### config.mk
export PLATFORM = sky130hd
export DESIGN_NAME = parking_gate_controller
export DESIGN_NICKNAME = d
export VERILOG_FILES = /design/src/rtl/parking_gate_controller.sv
export SDC_FILE = /design/constraint.sdc
export NUM_CORES = 1
export LEC_CHECK = 0
export CAP_MARGIN = 5
export CORE_MARGIN = 2
export CORE_UTILIZATION = 38
export CTS_CLUSTER_DIAMETER = 30
export DETAILED_ROUTE_END_ITERATION = 12
export SETUP_SLACK_MARGIN = 0.4
export SLEW_MARGIN = 15
export SYNTH_ARGS = -nofsm -noshare
export SYNTH_HDL_FRONTEND = slang
export SYNTH_SLANG_ARGS = --single-unit
### constraint.sdc
create_clock -name clk -period 5.35 [get_ports clk]
set_clock_uncertainty 0.1 [all_clocks]
set_input_delay 0.535 -clock clk [delete_from_list [all_inputs] [get_ports clk]]
set_output_delay 0.535 -clock clk [all_outputs]
set_load 0.1 [all_outputs]
### src/rtl/parking_gate_controller.sv
// Entrance gate controller: password FSM with retry lockout, occupancy
// tracking against a fixed capacity, LED and 7-segment drive.
module parking_gate_controller #(
   parameter  int CAPACITY    = 8,
   parameter  int PW_WIDTH    = 2,
   parameter  int PASSWORD_1  = 1,
   parameter  int PASSWORD_2  = 2,
   parameter  int WAIT_CYCLES = 16,
   parameter  int MAX_TRIES   = 3,
   parameter  int LOCK_CYCLES = 32,
   localparam int CNT_W       = $clog2(CAPACITY + 1)
) (
   input  logic                clk,
   input  logic                reset,
   input  logic                sensor_entrance,
   input  logic                sensor_exit,
   input  logic                sensor_leave,
   input  logic [PW_WIDTH-1:0] password_1,
   input  logic [PW_WIDTH-1:0] password_2,
   input  logic                pw_valid,
   output logic                GREEN_LED,
   output logic                RED_LED,
   output logic [6:0]          HEX_1,
   output logic [6:0]          HEX_2,
   output logic [CNT_W-1:0]    occupancy,
   output logic                full,
   output logic                locked,
   output logic [2:0]          state_dbg_o
);

   localparam int WT_W = $clog2(WAIT_CYCLES);
   localparam int LK_W = $clog2(LOCK_CYCLES + 1);
   localparam int TR_W = $clog2(MAX_TRIES + 1);

   typedef enum logic [2:0] {
      S_IDLE  = 3'd0,
      S_WAIT  = 3'd1,
      S_WRONG = 3'd2,
      S_RIGHT = 3'd3,
      S_FULL  = 3'd4,
      S_LOCK  = 3'd5
   } state_t;

   state_t           state_q, state_d;
   logic [CNT_W-1:0] occ_q, occ_d;
   logic [TR_W-1:0]  tries_q, tries_d;
   logic [WT_W-1:0]  wait_q, wait_d;
   logic [LK_W-1:0]  lock_q, lock_d;
   logic             blink_q, blink_d;
   logic             full_w, inc_w, pw_ok_w, entering_w;

   assign full_w  = (occ_q == CNT_W'(CAPACITY));
   assign inc_w   = (state_q == S_RIGHT) && sensor_exit;
   assign pw_ok_w = (password_1 == PW_WIDTH'(PASSWORD_1)) &&
                    (password_2 == PW_WIDTH'(PASSWORD_2));

   // A car entering and one leaving in the same cycle cancel out.
   always_comb begin
      occ_d = occ_q;
      if (inc_w && !sensor_leave && (occ_q < CNT_W'(CAPACITY)))
         occ_d = occ_q + CNT_W'(1);
      else if (sensor_leave && !inc_w && (occ_q != '0))
         occ_d = occ_q - CNT_W'(1);
   end

   always_comb begin
      state_d = state_q;
      tries_d = tries_q;
      wait_d  = wait_q;
      lock_d  = lock_q;
      case (state_q)
         S_IDLE: begin
            if (sensor_entrance) state_d = full_w ? S_FULL : S_WAIT;
         end
         S_WAIT, S_WRONG: begin
            if ((state_q == S_WRONG) && (tries_q == TR_W'(MAX_TRIES))) begin
               state_d = S_LOCK;
            end else if (pw_valid) begin
               if (pw_ok_w) begin
                  state_d = S_RIGHT;
               end else begin
                  state_d = S_WRONG;
                  tries_d = tries_q + TR_W'(1);
               end
            end else if (wait_q == WT_W'(WAIT_CYCLES - 1)) begin
               state_d = S_IDLE;
            end else begin
               wait_d = wait_q + WT_W'(1);
            end
         end
         S_RIGHT: begin
            if (sensor_exit) begin
               if (!sensor_entrance)                 state_d = S_IDLE;
               else if (occ_d < CNT_W'(CAPACITY))    state_d = S_WAIT;
               else                                  state_d = S_FULL;
            end
         end
         S_FULL: begin
            if (!sensor_entrance) state_d = S_IDLE;
            else if (!full_w)     state_d = S_WAIT;
         end
         S_LOCK: begin
            if (lock_q == LK_W'(LOCK_CYCLES - 1)) state_d = S_IDLE;
            else                                   lock_d  = lock_q + LK_W'(1);
         end
         default: state_d = S_IDLE;
      endcase

      entering_w = (state_d != state_q);
      if (entering_w && (state_d == S_IDLE || state_d == S_RIGHT || state_d == S_LOCK))
         tries_d = '0;
      // Every submission restarts the window, including a repeat wrong one.
      if ((entering_w || pw_valid) && (state_d == S_WAIT || state_d == S_WRONG))
         wait_d = '0;
      if (state_d != S_WAIT && state_d != S_WRONG)
         wait_d = '0;
      if (state_d != S_LOCK || entering_w)
         lock_d = '0;
      blink_d = ((state_d == S_WRONG || state_d == S_RIGHT) && !entering_w) ? ~blink_q : 1'b0;
   end

   always_ff @(posedge clk or posedge reset) begin
      if (reset) begin
         state_q <= S_IDLE;
         occ_q   <= '0;
         tries_q <= '0;
         wait_q  <= '0;
         lock_q  <= '0;
         blink_q <= 1'b0;
      end else begin
         state_q <= state_d;
         occ_q   <= occ_d;
         tries_q <= tries_d;
         wait_q  <= wait_d;
         lock_q  <= lock_d;
         blink_q <= blink_d;
      end
   end

   always_comb begin
      GREEN_LED = 1'b0;
      RED_LED   = 1'b0;
      HEX_1     = 7'h7F;
      HEX_2     = 7'h7F;
      case (state_q)
         S_WAIT:  begin RED_LED = 1'b1;    HEX_1 = 7'b0000110; HEX_2 = 7'b0101011; end
         S_WRONG: begin RED_LED = blink_q; HEX_1 = 7'b0000110; HEX_2 = 7'b0000110; end
         S_RIGHT: begin GREEN_LED = blink_q; HEX_1 = 7'b0000010; HEX_2 = 7'b1000000; end
         S_FULL:  begin RED_LED = 1'b1;    HEX_1 = 7'b0001110; HEX_2 = 7'b1000001; end
         S_LOCK:  begin RED_LED = 1'b1;    HEX_1 = 7'b1000111; HEX_2 = 7'b1000000; end
         default: ;
      endcase
   end

   assign occupancy   = occ_q;
   assign full        = full_w;
   assign locked      = (state_q == S_LOCK);
   assign state_dbg_o = state_q;

endmodule

==> impl_metrics.env, run 1 <==
export IMPL_n_fill_cell=376
export IMPL_dpl_cell_count=249
export IMPL_r2r_end="blink_q"
export IMPL_hpwl_um=3024
export IMPL_grt_max_degree=28
export IMPL_ys_seq_elements=20
export IMPL_vias=1426
export IMPL_die_area_um2=4827
export IMPL_syn2layout_area_growth_pct=23.73
export IMPL_maxSlewHeadroom=0.3403
export IMPL_seq_area_frac_synth=0.3072
export IMPL_async_flop_share=1.000
export IMPL_root_buffer="clkbuf_8"
export IMPL_die_h_um=69.48
export IMPL_fmax_mhz=271.1
export IMPL_grt_pass1_wl_um=6851
export IMPL_drive_gt1_frac=0.1133
export IMPL_stdcell_count=253
export IMPL_place_congestion=0.8971
export IMPL_die_width_um=69.48
export IMPL_finalSetupViolCount=0
export IMPL_grt_setup_unrepaired="no"
export IMPL_grt_pass1_vias=1363
export IMPL_outcome="finished, final reports clean"
export IMPL_route_final_wire_length_um=4078
export IMPL_timing_setup_tns_ns=0
export IMPL_path_max_fanout=27
export IMPL_syn_inst=180
export IMPL_h_tree_depth=1
export IMPL_syn_area_um2=1629
export IMPL_clock_latency_ns=0.27
export IMPL_cts_setup_buffers=0
export IMPL_cts_tree="yes"
export IMPL_drcViolationCount=0
export IMPL_arrival_ns=3.05
export IMPL_synth_edf_count=0
export IMPL_cap_viol_max_count=0
export IMPL_drtPass1Iterations=4
export IMPL_cts_buffer_depth=2
export IMPL_worst_ep_required_time_ns=4.72
export IMPL_worst_hold_path_type="reg2reg"
export IMPL_syn_area_per_cell_um2=9.050
export IMPL_antenna_found_initial=0
export IMPL_clk_pin_slew_ns=0.09
export IMPL_drtIter0Drc=67
export IMPL_clock_sinks=20
export IMPL_rows=23
export IMPL_grt_ovfl_total=0
export IMPL_synth_main_ff_cell="dfrtp_1"
export IMPL_final_hold_viol_count=0
export IMPL_worst_pin_slew_ns=0.9865
export IMPL_cts_buffers=3
export IMPL_hold_buffers=0
export IMPL_yosys_cell_types_count=59
export IMPL_yosys_warnings=0
export IMPL_crit_path_start="state_dbg_o[0]"
export IMPL_end_kind="primary output"
export IMPL_ant_nets=0
export IMPL_wl_per_cell_um=16.12
export IMPL_io_buffer_count=33
export IMPL_antennaDiodeCount=0
export IMPL_start_kind="flip-flop"
export IMPL_criticalPathCategory="reg2out"
export IMPL_cts_resized=0
export IMPL_coreArea_um2=4058
export IMPL_via_per_inst=5.636
export IMPL_reg2reg_depth=5
export IMPL_r2r_start="state_dbg_o[0]"
export IMPL_rrSetupSlack_ns=2.69
export IMPL_slew_viol_final=0
export IMPL_postSynthNetCount=195
export IMPL_start_util=0.4015
export IMPL_io_pins=35
export IMPL_nNetsFinal=219
export IMPL_track_usage=0.1725
export IMPL_fin_crit_sh=0.6894
export IMPL_post_route_min_period_ns=3.689
export IMPL_whs_path_depth=1
export IMPL_crit_path_end="HEX_1[0]"
-- kinds of logic after synthesis --
logic type / after synthesis / share of synthesized area
mux: 3 / 0.01997
flops: 20 / 0.3072
xor+xnor: 7 / 0.03764
other cells: 1 / 0.002302
fa+ha+maj: 5 / 0.03840
simple gates: 72 / 0.2842
buf+inv: 27 / 0.08372
compound gates: 45 / 0.2266
-- flip-flops by register name (all words and copies together) (netlist names) --
register	count
wait_q	4
tries_q	2
state_dbg_o	3
blink_q	1
occupancy	4
lock_q	6
-- metal layers --
layer / GRT usage / vias up / share of wire
li1: - / 714 / -
met1: 0.2511 / 674 / 0.49
met2: 0.2682 / 36 / 0.45
met3: 0.02616 / 2 / 0.046
met4: 0.04139 / 0 / 0.0047
met5: 0 / - / 0
-- stage by stage --
stage | hold WS, ns | area, µm² | util | setup slack [ns]
floorplan | 0.3551 | 1634 | - | 0.6966
global placement | 0.3778 | 1944 | 0.4792 | 2.010
detailed placement | 0.3865 | 1944 | 0.4792 | 1.973
CTS | 0.4046 | 2016 | 0.4968 | 1.677
global route | 0.4471 | 2016 | 0.4968 | 1.465
finish | 0.4077 | 2016 | 0.4968 | 1.661
-- placed cells by master (no fill, tap or decap), types with 2 or more instances in the layout --
cell type	Yosys	routed
nor3_1	4	4
and2_1	4	3
nor2b_1	5	5
a31oi_1	2	2
a21oi_1	8	7
mux2_2	2	2
nor2_1	13	13
ha_1	5	5
clkbuf_8	0	3
nand2b_1	5	5
xnor2_1	5	5
a21o_1	2	2
a211oi_1	5	5
o21ai_1	3	3
xor2_1	2	2
nand3_1	6	6
nand4_1	7	7
dfrtp_1	20	20
clkdlybuf4s50_1	0	33
a2111oi_4	2	2
nand2_1	5	5
inv_1	12	12
o21ai_0	7	7
and3_1	3	3
nand4b_1	2	2
o2111ai_1	2	2
a211oi_2	2	2
and4b_1	3	3
nand3b_1	3	3
-- synthesized netlist by cell type, drive strengths merged, types with 2 or more instances --
cell type	instances	area (µm²)
a221oi	2	23.77
xor2	2	17.52
a2111oi	2	55.05
nor2b	5	31.28
nor2	14	55.06
a31oi	2	12.51
nor3b	2	20.02
nand4b	2	17.52
a21oi	8	40.04
a21o	2	15.01
ha	5	62.56
and2	4	25.02
nand3	6	30.03
dfrtp	20	500.5
xnor2	5	43.79
nand4	7	43.79
buf	11	71.32
and3	3	18.77
and4b	3	30.03
and4bb	2	25.02
o2111ai	2	17.52
clkbuf	3	11.26
nor3	5	36.29
o21ai	10	50.04
mux2	2	22.52
a211oi	7	62.56
nand2b	6	45.04
nand3b	3	22.52
nand2	5	18.77
inv	12	45.04
-- final cells by class --
class,count,area (µm²),share of cell area
Tap cell,50,62.56,0.03104
Sequential cell,20,500.5,0.2483
Inverter,13,53.80,0.02669
Multi-Input combinational cell,133,997.2,0.4947
Timing Repair Buffer,33,330.3,0.1639
Clock inverter,1,30.03,0.01490
Clock buffer,3,41.29,0.02048
-- worst min-delay path by stage --
stage / startpoint / endpoint / slack, ns
detailed placement: lock_q[0] / lock_q[0] / 0.39
CTS: lock_q[0] / lock_q[0] / 0.40
finish: lock_q[0] / lock_q[0] / 0.41
global route: lock_q[0] / lock_q[0] / 0.45
floorplan: lock_q[0] / lock_q[0] / 0.36
global placement: lock_q[0] / lock_q[0] / 0.38
-- critical path: stages, from the launching register on --
cell and delay (ns):
dfrtp_1 0.93, nor2b_1 0.33, nand2_1 0.13, inv_1 0.14, or2_2 0.13, clkdlybuf4s50_1 1.13
Power of run 1 is not shown: default switching activity piles up to over one toggle a cycle in this logic, so the estimate is an artifact.
==> run 2: changes to the inputs <==
- PLACE_DENSITY: not set -> 0.65
- clock period: 5.35 -> 3.35 ns (I/O delays scaled with it)
==> impl_metrics.env, run 2 (synthesized netlist as in run 1, its figures left out) <==
export IMPL_rows=23
export IMPL_fin_crit_sh=0.7442
export IMPL_worst_ep_required_time_ns=3.38
export IMPL_vias=1446
export IMPL_rrSetupSlack_ns=0.91
export IMPL_cp_buffers_inverters=1
export IMPL_place_congestion=0.7689
export IMPL_finalSetupViolCount=0
export IMPL_hpwl_um=2954
export IMPL_slew_viol_final=0
export IMPL_clock_sinks=20
export IMPL_whs_endpoint="lock_q[0]"
export IMPL_track_usage=0.1678
export IMPL_die_h_um=69.48
export IMPL_grt_pass1_wl_um=6693
export IMPL_cts_buffer_depth=2
export IMPL_coreArea_um2=4058
export IMPL_start_kind="primary input"
export IMPL_r2r_end="blink_q"
export IMPL_dr_max_layer_used="met4"
export IMPL_cts_resized=0
export IMPL_worst_pin_slew_ns=0.9726
export IMPL_die_width_um=69.48
export IMPL_die_area_um2=4827
export IMPL_drtIter0Drc=110
export IMPL_clk_pin_slew_ns=0.07
export IMPL_via_per_inst=5.715
export IMPL_io_pins=35
export IMPL_maxSlewHeadroom=0.3496
export IMPL_wl_per_cell_um=15.66
export IMPL_largest_register_ffs=6
export IMPL_ant_nets=0
export IMPL_drtPass1Iterations=4
export IMPL_syn2layout_area_growth_pct=22.66
export IMPL_grt_pass1_vias=1395
export IMPL_drcViolationCount=0
export IMPL_layout_common_cells="20 x buf_4, 15 x dfrtp_1, 13 x clkdlybuf4s50_1, 11 x inv_1, 11 x nor2_1"
export IMPL_met3WireLength_um=175
export IMPL_route_final_wire_length_um=3963
export IMPL_final_hold_viol_count=0
export IMPL_final_common_cell="buf_4"
export IMPL_io_buffer_count=33
export IMPL_arrival_ns=2.52
export IMPL_start_util=0.4015
export IMPL_worst_hold_path_type="reg2reg"
export IMPL_reg2reg_depth=5
export IMPL_r2r_start="state_dbg_o[0]"
export IMPL_hold_buffers=0
export IMPL_drive_gt1_frac=0.2709
export IMPL_wl_met1_um=1836
export IMPL_antennaDiodeCount=0
export IMPL_hp_start="lock_q[0]"
export IMPL_grt_setup_unrepaired="no"
export IMPL_cap_viol_max_count=0
export IMPL_path_max_fanout=12
export IMPL_post_route_min_period_ns=2.493
export IMPL_nNetsFinal=219
export IMPL_end_kind="flip-flop"
export IMPL_clock_latency_ns=0.25
export IMPL_outcome="finished, final reports clean"
export IMPL_grt_ovfl_total=0
export IMPL_criticalPathCategory="in2reg"
export IMPL_whs_path_depth=1
export IMPL_fmax_mhz=401.1
export IMPL_antenna_found_initial=0
export IMPL_timing_setup_tns_ns=0
export IMPL_h_tree_depth=1
export IMPL_cts_tree="yes"
export IMPL_critPathTopFamily="simple AND/OR/NAND/NOR gates"
export IMPL_top_register="lock_q"
export IMPL_path_cells="clkdlybuf4s50_1 > or4b_1 > nor4_1 > nand3b_1 > and2_1 > o21ai_0"
export IMPL_routed_wl_met2_um=1930
export IMPL_root_buffer="clkbuf_8"
export IMPL_critPathSlowestCell="clkdlybuf4s50_1"
export IMPL_cts_buffers=3
export IMPL_grt_max_degree=28
export IMPL_critical_path_max_stage_delay_ns=0.68
export IMPL_cts_setup_buffers=0
-- run 2: changes by cell type in the layout (fill, tap and decap cells not counted), moves of 2 or more --
| cell | change |
|---|---|
| clkdlybuf4s50_1 | -20 |
| buf_4 | +20 |
| o21ai_1 | +3 |
| nor2b_4 | +2 |
| nor2b_1 | -2 |
| dfrtp_1 | -5 |
| nor2_1 | -2 |
| o21ai_0 | -3 |
| dfrtp_2 | +3 |
| nor2_2 | +2 |
| dfrtp_4 | +2 |
-- run 2: final cells by class --
cell class	count	area (µm²)
multi-input combinational	133	1031
inverter	13	57.56
sequential	20	511.7
fill	388	2059
tap	50	62.56
clock buffer	4	55.05
timing repair buffer	33	280.3
-- run 2: per-stage QoR --
stage / area [µm²] / cells / util / setup WS, ns / hold WS [ns]
after floorplan: 1719 / 180 / - / 0.1609 / 0.1987
after global placement: 1943 / 249 / 0.4789 / 0.6990 / 0.3779
after detailed placement: 1943 / 249 / 0.4789 / 0.6355 / 0.3777
after CTS: 1998 / 253 / 0.4924 / 0.8900 / 0.3875
after global routing: 1998 / 253 / 0.4924 / 0.7508 / 0.4307
final: 1998 / 253 / 0.4924 / 0.8571 / 0.3824
-- run 2: worst reg2reg max path, delay by kind of cell, from the launching register on --
family	cells	cell delay (ns)
flops	1	0.71
compound gates	3	0.89
simple gates	2	0.64
-- run 2: metal layers --
layer | vias to the layer above | global-route usage
met5 | - | 0
met4 | 0 | 0.05447
met3 | 2 | 0.02907
met2 | 33 | 0.2788
met1 | 702 | 0.2210
li1 | 709 | -
-- run 2: worst max-delay path by stage --
stage	from	to	slack (ns)	cells past startpoint
2_1_floorplan	state_dbg_o[1]	HEX_1[6]	0.16	7
3_3_place_gp	sensor_leave	wait_q[2]	0.70	6
3_5_place_dp	sensor_leave	wait_q[2]	0.64	6
4_1_cts	state_dbg_o[0]	HEX_1[6]	0.89	5
5_1_grt	sensor_leave	wait_q[0]	0.75	6
6_report	sensor_leave	wait_q[0]	0.86	6
Power of run 2 is left out for the same reason.
